==> config.mk <==
export PLATFORM = sky130hd
export DESIGN_NAME = light_mode_ctrl
export DESIGN_NICKNAME = d
export VERILOG_FILES = /design/src/rtl/light_mode_ctrl_pkg.sv /design/src/rtl/btn_press_classifier.sv /design/src/rtl/light_mode_ctrl.sv
export SDC_FILE = /design/constraint.sdc
export NUM_CORES = 1
export LEC_CHECK = 0
export CAP_MARGIN = 5
export CELL_PAD_IN_SITES_DETAIL_PLACEMENT = 0
export CELL_PAD_IN_SITES_GLOBAL_PLACEMENT = 2
export CORE_MARGIN = 1
export CORE_UTILIZATION = 42
export CTS_BUF_LIST = sky130_fd_sc_hd__clkbuf_2
export DETAILED_ROUTE_END_ITERATION = 6
export GPL_TIMING_DRIVEN = 0
export PLACE_DENSITY = 0.8
export SETUP_SLACK_MARGIN = 0.2
export SYNTH_ARGS = -nofsm -noshare
export SYNTH_HDL_FRONTEND = slang
export SYNTH_HIERARCHICAL = 1
export SYNTH_SLANG_ARGS = --single-unit
==> constraint.sdc <==
create_clock -name clk -period 2.7 [get_ports clk]
set_clock_uncertainty 0.2 [all_clocks]
set_input_delay 0.54 -clock clk [delete_from_list [all_inputs] [get_ports clk]]
set_output_delay 0.54 -clock clk [all_outputs]
set_load 0.02 [all_outputs]
==> src/rtl/light_mode_ctrl_pkg.sv <==
// Shared definitions for the range-hood lighting controller: mode encodings,
// grant bit positions, default timing constants and the mode transition rule.
// No logic, no latency, no flow control.
package light_mode_ctrl_pkg;

   typedef enum logic [1:0] {
      ST_OFF  = 2'd0,
      ST_ON   = 2'd1,
      ST_AUTO = 2'd2
   } light_state_t;

   // Bit positions inside the one-hot grant output.
   localparam int GNT_PANEL  = 0;
   localparam int GNT_REMOTE = 1;

   // Defaults sized for a 100 MHz clock.
   localparam int unsigned DEF_DEBOUNCE_CYC = 2_000_000;
   localparam int unsigned DEF_LONG_CYC     = 100_000_000;
   localparam int unsigned DEF_TICK_CYC     = 100_000_000;
   localparam int unsigned DEF_AUTO_OFF_SEC = 60;

   // Mode reached when a press event is applied in mode 'cur'.
   function automatic light_state_t next_on_event(input light_state_t cur,
                                                  input logic         is_long);
      light_state_t nxt;
      nxt = ST_OFF;
      case (cur)
         ST_OFF:  nxt = is_long ? ST_AUTO : ST_ON;
         ST_ON:   nxt = is_long ? ST_AUTO : ST_OFF;
         ST_AUTO: nxt = is_long ? ST_ON   : ST_OFF;
         default: nxt = ST_OFF;
      endcase
      return nxt;
   endfunction

endpackage

==> src/rtl/btn_press_classifier.sv <==
// Button conditioner: 2-flop sync, debounce, hold timer, short/long press pulse on release.
// Latency: 2 sync cycles + DEBOUNCE_CYC samples from raw release to a one-cycle event pulse.
// No backpressure: pulses are fire-and-forget, the consumer must take them in the cycle shown.
// Ports: clk, reset (async, active-high), btn (raw, asynchronous),
//        short_evt / long_evt (one-cycle pulses, registered).
module btn_press_classifier
   import light_mode_ctrl_pkg::*;
#(
   parameter int unsigned DEBOUNCE_CYC = DEF_DEBOUNCE_CYC,
   parameter int unsigned LONG_CYC     = DEF_LONG_CYC
) (
   input  logic clk,
   input  logic reset,
   input  logic btn,
   output logic short_evt,
   output logic long_evt
);

   localparam int DB_W = (DEBOUNCE_CYC > 1) ? $clog2(DEBOUNCE_CYC) : 1;
   localparam int HD_W = $clog2(LONG_CYC + 1);

   logic [1:0]      sync;
   logic [1:0]      fill;     // marks when sync[1] carries a real pin sample
   logic            armed;    // pin seen low since reset
   logic            active;   // current accepted press began while armed
   logic            level;    // debounced button level
   logic [DB_W-1:0] db_cnt;
   logic [HD_W-1:0] hold;

   always_ff @(posedge clk or posedge reset) begin
      if (reset) begin
         sync      <= '0;
         fill      <= '0;
         armed     <= 1'b0;
         active    <= 1'b0;
         level     <= 1'b0;
         db_cnt    <= '0;
         hold      <= '0;
         short_evt <= 1'b0;
         long_evt  <= 1'b0;
      end else begin
         sync      <= {sync[0], btn};
         fill      <= {fill[0], 1'b1};
         short_evt <= 1'b0;
         long_evt  <= 1'b0;

         // A button held through reset never arms, so its eventual release
         // is swallowed; only a fresh press after a real low counts.
         if (fill[1] && !sync[1])
            armed <= 1'b1;

         if (sync[1] != level) begin
            if (db_cnt == DB_W'(DEBOUNCE_CYC - 1)) begin
               db_cnt <= '0;
               level  <= sync[1];
               if (sync[1]) begin
                  hold   <= '0;
                  active <= armed;
               end else begin
                  if (active) begin
                     short_evt <= (hold <  HD_W'(LONG_CYC));
                     long_evt  <= (hold >= HD_W'(LONG_CYC));
                  end
                  active <= 1'b0;
               end
            end else begin
               db_cnt <= db_cnt + DB_W'(1);
            end
         end else begin
            db_cnt <= '0;
         end

         // Saturating hold timer; the rise branch above only fires while
         // level is still low, so the two writes never collide.
         if (level && hold != HD_W'(LONG_CYC))
            hold <= hold + HD_W'(1);
      end
   end

endmodule

==> src/rtl/light_mode_ctrl.sv <==
// Range-hood lighting controller: arbitrates panel/remote presses, runs OFF/ON/AUTO with countdown.
// Latency: applied event -> light_on, auto_mode, grant registered one cycle later.
// No backpressure: a remote event colliding with a panel event is dropped, never queued.
// Ports: clk, reset (async, active-high), power_on, btn_panel, btn_remote (raw),
//        light_on, auto_mode, remaining_sec[7:0], grant[1:0] (one-hot, one cycle).
module light_mode_ctrl
   import light_mode_ctrl_pkg::*;
#(
   parameter int unsigned DEBOUNCE_CYC = DEF_DEBOUNCE_CYC,
   parameter int unsigned LONG_CYC     = DEF_LONG_CYC,
   parameter int unsigned TICK_CYC     = DEF_TICK_CYC,
   parameter int unsigned AUTO_OFF_SEC = DEF_AUTO_OFF_SEC
) (
   input  logic       clk,
   input  logic       reset,
   input  logic       power_on,
   input  logic       btn_panel,
   input  logic       btn_remote,
   output logic       light_on,
   output logic       auto_mode,
   output logic [7:0] remaining_sec,
   output logic [1:0] grant
);

   localparam int PW = (TICK_CYC > 1) ? $clog2(TICK_CYC) : 1;

   logic pan_short, pan_long, rem_short, rem_long;

   btn_press_classifier #(
      .DEBOUNCE_CYC (DEBOUNCE_CYC),
      .LONG_CYC     (LONG_CYC)
   ) u_panel (
      .clk       (clk),
      .reset     (reset),
      .btn       (btn_panel),
      .short_evt (pan_short),
      .long_evt  (pan_long)
   );

   btn_press_classifier #(
      .DEBOUNCE_CYC (DEBOUNCE_CYC),
      .LONG_CYC     (LONG_CYC)
   ) u_remote (
      .clk       (clk),
      .reset     (reset),
      .btn       (btn_remote),
      .short_evt (rem_short),
      .long_evt  (rem_long)
   );

   light_state_t  state_q, state_d;
   logic [7:0]    rem_q, rem_d;
   logic [PW-1:0] presc_q, presc_d;
   logic [1:0]    grant_q, grant_d;
   logic          light_q, auto_q;
   logic          evt_any, evt_long;

   always_ff @(posedge clk or posedge reset) begin
      if (reset) begin
         state_q <= ST_OFF;
         rem_q   <= '0;
         presc_q <= '0;
         grant_q <= '0;
         light_q <= 1'b0;
         auto_q  <= 1'b0;
      end else begin
         state_q <= state_d;
         rem_q   <= rem_d;
         presc_q <= presc_d;
         grant_q <= grant_d;
         light_q <= (state_d != ST_OFF);
         auto_q  <= (state_d == ST_AUTO);
      end
   end

   always_comb begin
      state_d  = state_q;
      rem_d    = rem_q;
      presc_d  = presc_q;
      grant_d  = '0;
      evt_any  = 1'b0;
      evt_long = 1'b0;

      // Panel wins a same-cycle collision.
      if (pan_short || pan_long) begin
         evt_any  = 1'b1;
         evt_long = pan_long;
      end else if (rem_short || rem_long) begin
         evt_any  = 1'b1;
         evt_long = rem_long;
      end

      if (!power_on) begin
         state_d = ST_OFF;
         rem_d   = '0;
         presc_d = '0;
      end else if (evt_any) begin
         if (pan_short || pan_long)
            grant_d[GNT_PANEL] = 1'b1;
         else
            grant_d[GNT_REMOTE] = 1'b1;
         state_d = next_on_event(state_q, evt_long);
         // Clearing the prescaler on every mode change makes the first
         // AUTO second full length; any tick this cycle is discarded.
         presc_d = '0;
         rem_d   = (state_d == ST_AUTO) ? 8'(AUTO_OFF_SEC) : 8'd0;
      end else if (state_q == ST_AUTO) begin
         if (presc_q == PW'(TICK_CYC - 1)) begin
            presc_d = '0;
            if (rem_q <= 8'd1) begin
               state_d = ST_OFF;
               rem_d   = '0;
            end else begin
               rem_d = rem_q - 8'd1;
            end
         end else begin
            presc_d = presc_q + PW'(1);
         end
      end
   end

   assign light_on      = light_q;
   assign auto_mode     = auto_q;
   assign remaining_sec = rem_q;
   assign grant         = grant_q;

endmodule

### After elaboration in Yosys (flattened, before gate mapping)

Index checks and enable logic that the tools add are counted.
W data, S select, Z words.

* register bits after elaboration: 155
* input port bits: 5
* output and inout port bits: 12

* add/subtract/negate cells: 6
* order comparisons: 5
* equality and inequality tests: 13
* muxes and demuxes: 59
* reductions and logical operators: 21

Operators with widths (count)
* $mux W27: 12
* $mux W21: 4
* $add A27 B1 Y27 const B: 3
* $ge A27 B27 Y1 const B: 2
* $lt A27 B27 Y1 const B: 2
* $ne A27 B27 Y1 const B: 2
* $add A21 B1 Y21 const B: 2
* $eq A21 B21 Y1 const B: 2
* $mux W8: 5
* $eq A27 B27 Y1 const B: 1
* $mux W1: 25
* $mux W2: 11
* $reduce_bool A2 Y1: 7
* $le A8 B1 Y1 const B: 1
* $sub A8 B1 Y8 const B: 1
* $eq A2 B2 Y1 const B: 3
* $mux W6: 1
* $ne A3 B1 Y1 const B: 2
* $pmux W2 S3: 1
* $reduce_and A2 Y1: 3
* $reduce_and A3 Y1: 2
* $logic_and A1 B1 Y1: 4
* $eq A2 B1 Y1 const B: 1
* $logic_not A1 Y1: 2
* 3 further kinds: 5

### Logic depth before layout (Yosys ltp)

* depth in word-level cells: 11
* mapped depth: 8
* mapped depth without buffers: 7

### Cells and area by module

Netlist, hierarchy kept.

Modules (own cells, without submodules)
* btn_press_classifier: times used 2, cells each 299, area an instance 2874.0 sq um, seq. area each 1426.4 sq um
* light_mode_ctrl: times used 1, cells each 246, area an instance 2294.7 sq um, seq. area each 1026.0 sq um

### Least setup slack after synthesis

Ideal clock, no wire load.

* kind: reg2reg
* start: register rem_q[4], in the netlist remaining_sec[4]
* end: register light_q, in the netlist light_on
* data arrival time: 1752 ps
* required time: 2369 ps
* slack: 618 ps
* stages on the path, launching flop included: 6
* buffers on the path: 0
* period minus slack after synthesis: 2082 ps
* cell sequence: dfrtp_1 > nor4_1 > o211ai_1 > or3_1 > o221ai_1 > nand2_1

* word-level cells in the longest chain between the ends: 7

RTL lines
* start: declaration: line light_mode_ctrl.sv:52 `logic [7:0] rem_q, rem_d;`
* start signal: assignment: line light_mode_ctrl.sv:68 `rem_q <= rem_d;`
* $le A8 B1 Y1: line light_mode_ctrl.sv:110 `if (rem_q <= 8'd1) begin`
* $mux W2: line light_mode_ctrl.sv:110
* $mux W2: line light_mode_ctrl.sv:108 `if (presc_q == PW'(TICK_CYC - 1)) begin`
* $mux W2: line light_mode_ctrl.sv:107 `end else if (state_q == ST_AUTO) begin`
* $mux W2: line light_mode_ctrl.sv:97 `end else if (evt_any) begin`
* $mux W2: line light_mode_ctrl.sv:93 `if (!power_on) begin`
* $reduce_bool A2 Y1: line light_mode_ctrl.sv:71 `light_q <= (state_d != ST_OFF);`
* end signal: assignment: line light_mode_ctrl.sv:71
* end: declaration: line light_mode_ctrl.sv:55 `logic light_q, auto_q;`

Every way passes these cells.
A chain may end at the register's enable or synchronous reset.

### Worst setup path after layout

* start: register light_q, in the netlist light_on
* end: output light_on

RTL lines
* end: declaration: line light_mode_ctrl.sv:19 `output logic light_on,`

No word-level cell between the ends.

==> metrics.md <==
| Metric | Value |
|---|---|
| CP max stage delay | 0.59 ns |
| Post-Route WL | 17,600 um |
| Slew headroom | 0.421 |
| Ys async rst share | 1.00 |
| Sink Count | 155 |
| Worst Path Required | 1.96 ns |
| Synth area leader | dfrtp_1 |
| Slew @ Worst Pin | 0.861 ns |
| Syn_nets | 858 |
| Critical path's slowest cell | clkdlybuf4s50_1 |
| Residual DRC | 0 |
| Highest net fanout along the worst path | 1 |
| Seq pwr share | 0.536 |
| Synth Flop Type | dfrtp_1 |
| Post-route setup slack | 0.317 ns |
| Layout cell share with drive strength beyond 1 | 0.118 |
| Crit path launch type | flip-flop |
| Die X | 140 um |
| Critical Path Stages | 1 |
| Max_cap viols | 0 |
| Rows | 50 |
| Port buffer count | 16 |
| Vias in the first global route | 6,218 |
| Hold slack | 0.178 ns |
| Post-Place Setup Slack | -0.0656 ns |
| Worst-skew pair later-pin latency | 0.73 ns |
| Initial core utilization | 0.429 |
| EDFF count, synth | 0 |
| Syn Area/Cell | 9.53 um2 |
| Power density cells | 503 mW/mm2 |
| Final-stage net count | 908 |
| Peak supply drop | 0.298 mV |
| Io pins | 17 |
| Comb pwr share | 0.116 |
| Total GRT Usage | 0.189 |
| P_sw | 1.23 mW |
| Seq/Total Area, Yosys | 0.482 |
| Outcome | complete, no violations |
| Seq cells post-synth | 155 |
| Cell family with most CP delay | buffers and inverters |
| Multi-input gate area | 0.00392 mm2 |
| 1st-pass router iterations | 5 |
| Min-delay worst type | flip-flop to flip-flop |
| Critical path origin | light_on |
| Post-layout min period | 2.38 ns |
| HPWL Detailed | 12,300 um |
| Reg-to-reg setup timing slack | 0.34 ns |
| Synth Instances | 844 |
| R2R depth | 6 |
| Final Power | 4.52 mW |
| Int Pwr | 3.29 mW |
| Slew Limit Fails | 0 |
| First-pass GRT wire length | 30,100 um |
| Area share of the largest cell type after synthesis | 0.482 |
| CTS tree | done |
| Worst-path cell chain | clkdlybuf4s50_1 |
| Die area | 0.0197 mm2 |
| Setup crit end | light_on |
| DR vias | 6,356 |
| DR vias/cell | 5.57 |
| Buf/Inv on CP | 1 |
| Crit path kind | flip-flop to output port |
| Cell with the most instances after synthesis | dfrtp_1 |
| Number of routed nets with antenna violations | 0 |
| Clk network pwr share | 0.348 |
| Htree depth | 4 |
| DR iter-0 viols | 338 |
| FF-to-FF Start | u_remote/db_cnt[11] |
| Synthesis-to-finish area growth | 11.8% |
| Largest cells by area after synthesis | dfrtp_1 48%, nand3_1 5.8%, nor2_1 4.9%, xor2_1 3.7%, nand4_1 3.6% |
| # fillers | 1,763 |
| Arrival time worst endpoint | 1.64 ns |
| Die height | 140 um |
| Total grt overflow | 0 |
| Yosys warnings | 6 |
| Tcrit/Tclk final | 0.883 |
| Fmax | 0.420 GHz |
| FF/Latch Area | 0.00388 mm2 |
| Final setup violation count | 0 |
| RSZ-0062 raised after global routing | false |
| Reg2reg end | u_remote/hold[12] |
| Area of the mapped netlist | 0.00804 mm2 |
| Critical Path Sink Type | output port |
| Core Region | 0.0188 mm2 |
| Leak Pwr | 3.75 nW |
| Wire length per cell | 15.4 um |
| Largest net degree at the start of global routing | 42 |
| Placer Congestion | 0.763 |
| Synth cell types | 63 |
| Switching Share | 0.272 |
| Count of final hold-check violations | 0 |
| Most frequent cells after synthesis | 155 x dfrtp_1, 104 x nor2_1, 93 x nand3_1 |
| Hold Path Stages | 0 |
| Clock transition at the registers of the reported paths | 0.20 ns |
| Clock root buffer master | clkbuf_2 |
| Deepest clock path buffer count | 2 |
| TritonCTS Buffers | 17 |
| Initial antenna violation count | 1 |
==> area by class of cell <==
class,count,share of cell area
clock inverters,14,0.0245
plain buffers,26,0.0145
flip-flops and latches,155,0.431
well taps,234,0.0326
clock buffers,18,0.0100
multi-input cells,623,0.435
inverters,40,0.0167
diodes,1,0.000278
repair buffers,31,0.0347
==> how the worst min path moves through the flow <==
stage | start | endpoint | slack, ns
after floorplan | u_panel/fill[0] | u_panel/fill[1] | 0.13
after global placement | u_panel/fill[0] | u_panel/fill[1] | 0.13
after detailed placement | u_remote/fill[0] | u_remote/fill[1] | 0.14
after CTS | u_remote/sync[0] | u_remote/sync[1] | 0.18
after global routing | u_remote/sync[0] | u_remote/sync[1] | 0.20
final | u_remote/sync[0] | u_remote/sync[1] | 0.18
==> state kept, by name, summed over array words and instances, names as in the netlist, 2 cells and up <==
signal / count
grant: 2
u_panel/sync: 2
remaining_sec: 8
presc_q: 27
state_q: 2
u_remote/fill: 2
u_remote/db_cnt: 21
u_panel/hold: 27
u_remote/sync: 2
u_remote/hold: 27
u_panel/db_cnt: 21
u_panel/fill: 2
==> kinds of logic after synthesis <==
group,after synthesis,share of synthesized area
buffers and inverters,66,0.0348
AO/OA/AOI/OAI,116,0.0997
other,2,0.000934
AND/OR/NAND/NOR,423,0.288
XOR/XNOR,66,0.0719
flip-flops,155,0.482
multiplexers,7,0.00871
adder cells (fa/ha/maj),9,0.0140
==> power groups by stage <==
stage	Combinational [mW]	Sequential (mW)	Clock, mW
finish	0.525	2.42	1.57
CTS	0.477	2.42	1.65
global placement	0.474	2.46	0
global route	0.578	2.43	1.72
detailed placement	0.495	2.46	0
floorplan	0.287	2.49	0
==> per-layer routing <==
metal  part of all wire  routed length [um]  vias up  GRT usage
met5                  0                   0        -          0
met4              0.013                 228        0     0.0607
met3              0.024                 419       13     0.0335
met2               0.47                8220       70      0.315
met1               0.50                8740     3140      0.250
li1                   -                   -     3133          -
==> cells in the final DEF (no fill, tap or decap), types with 8 or more instances in the layout <==
cell           count
a21oi_1           11
and3_1            12
buf_2             14
buf_4              9
clkbuf_1          10
clkbuf_2          18
dfrtp_1          155
dlygate4sd2_1      9
ha_1               9
inv_1             37
nand2_1           66
nand2b_1           8
nand3_1           93
nand4_1           46
nor2_1           104
nor3_1            20
nor4_4             8
o211ai_1          15
o21ai_0           31
o31ai_1           15
xnor2_1           32
xor2_1            34
==> stage by stage <==
| step | setup TNS, ns | instance area [um2] | utilization | std cells |
|---|---|---|---|---|
| after floorplan | 0 | 8040 | - | 844 |
| after global placement | -72.48 | 8500 | 0.453 | 1094 |
| after detailed placement | -0.174 | 8560 | 0.456 | 1097 |
| after CTS | 0 | 8880 | 0.473 | 1132 |
| after global routing | 0 | 8990 | 0.479 | 1142 |
| final | 0 | 8990 | 0.479 | 1142 |
==> timing repair <==
item                                   4_1_cts  5_1_grt
hold buffers                                 3        0
setup endpoints to repair                    9       49
pin swaps                                    0        5
setup buffers                                0        9
endpoints found under the hold margin       27        0
resized for setup                            9        7
(Power assumes the default switching activity.)
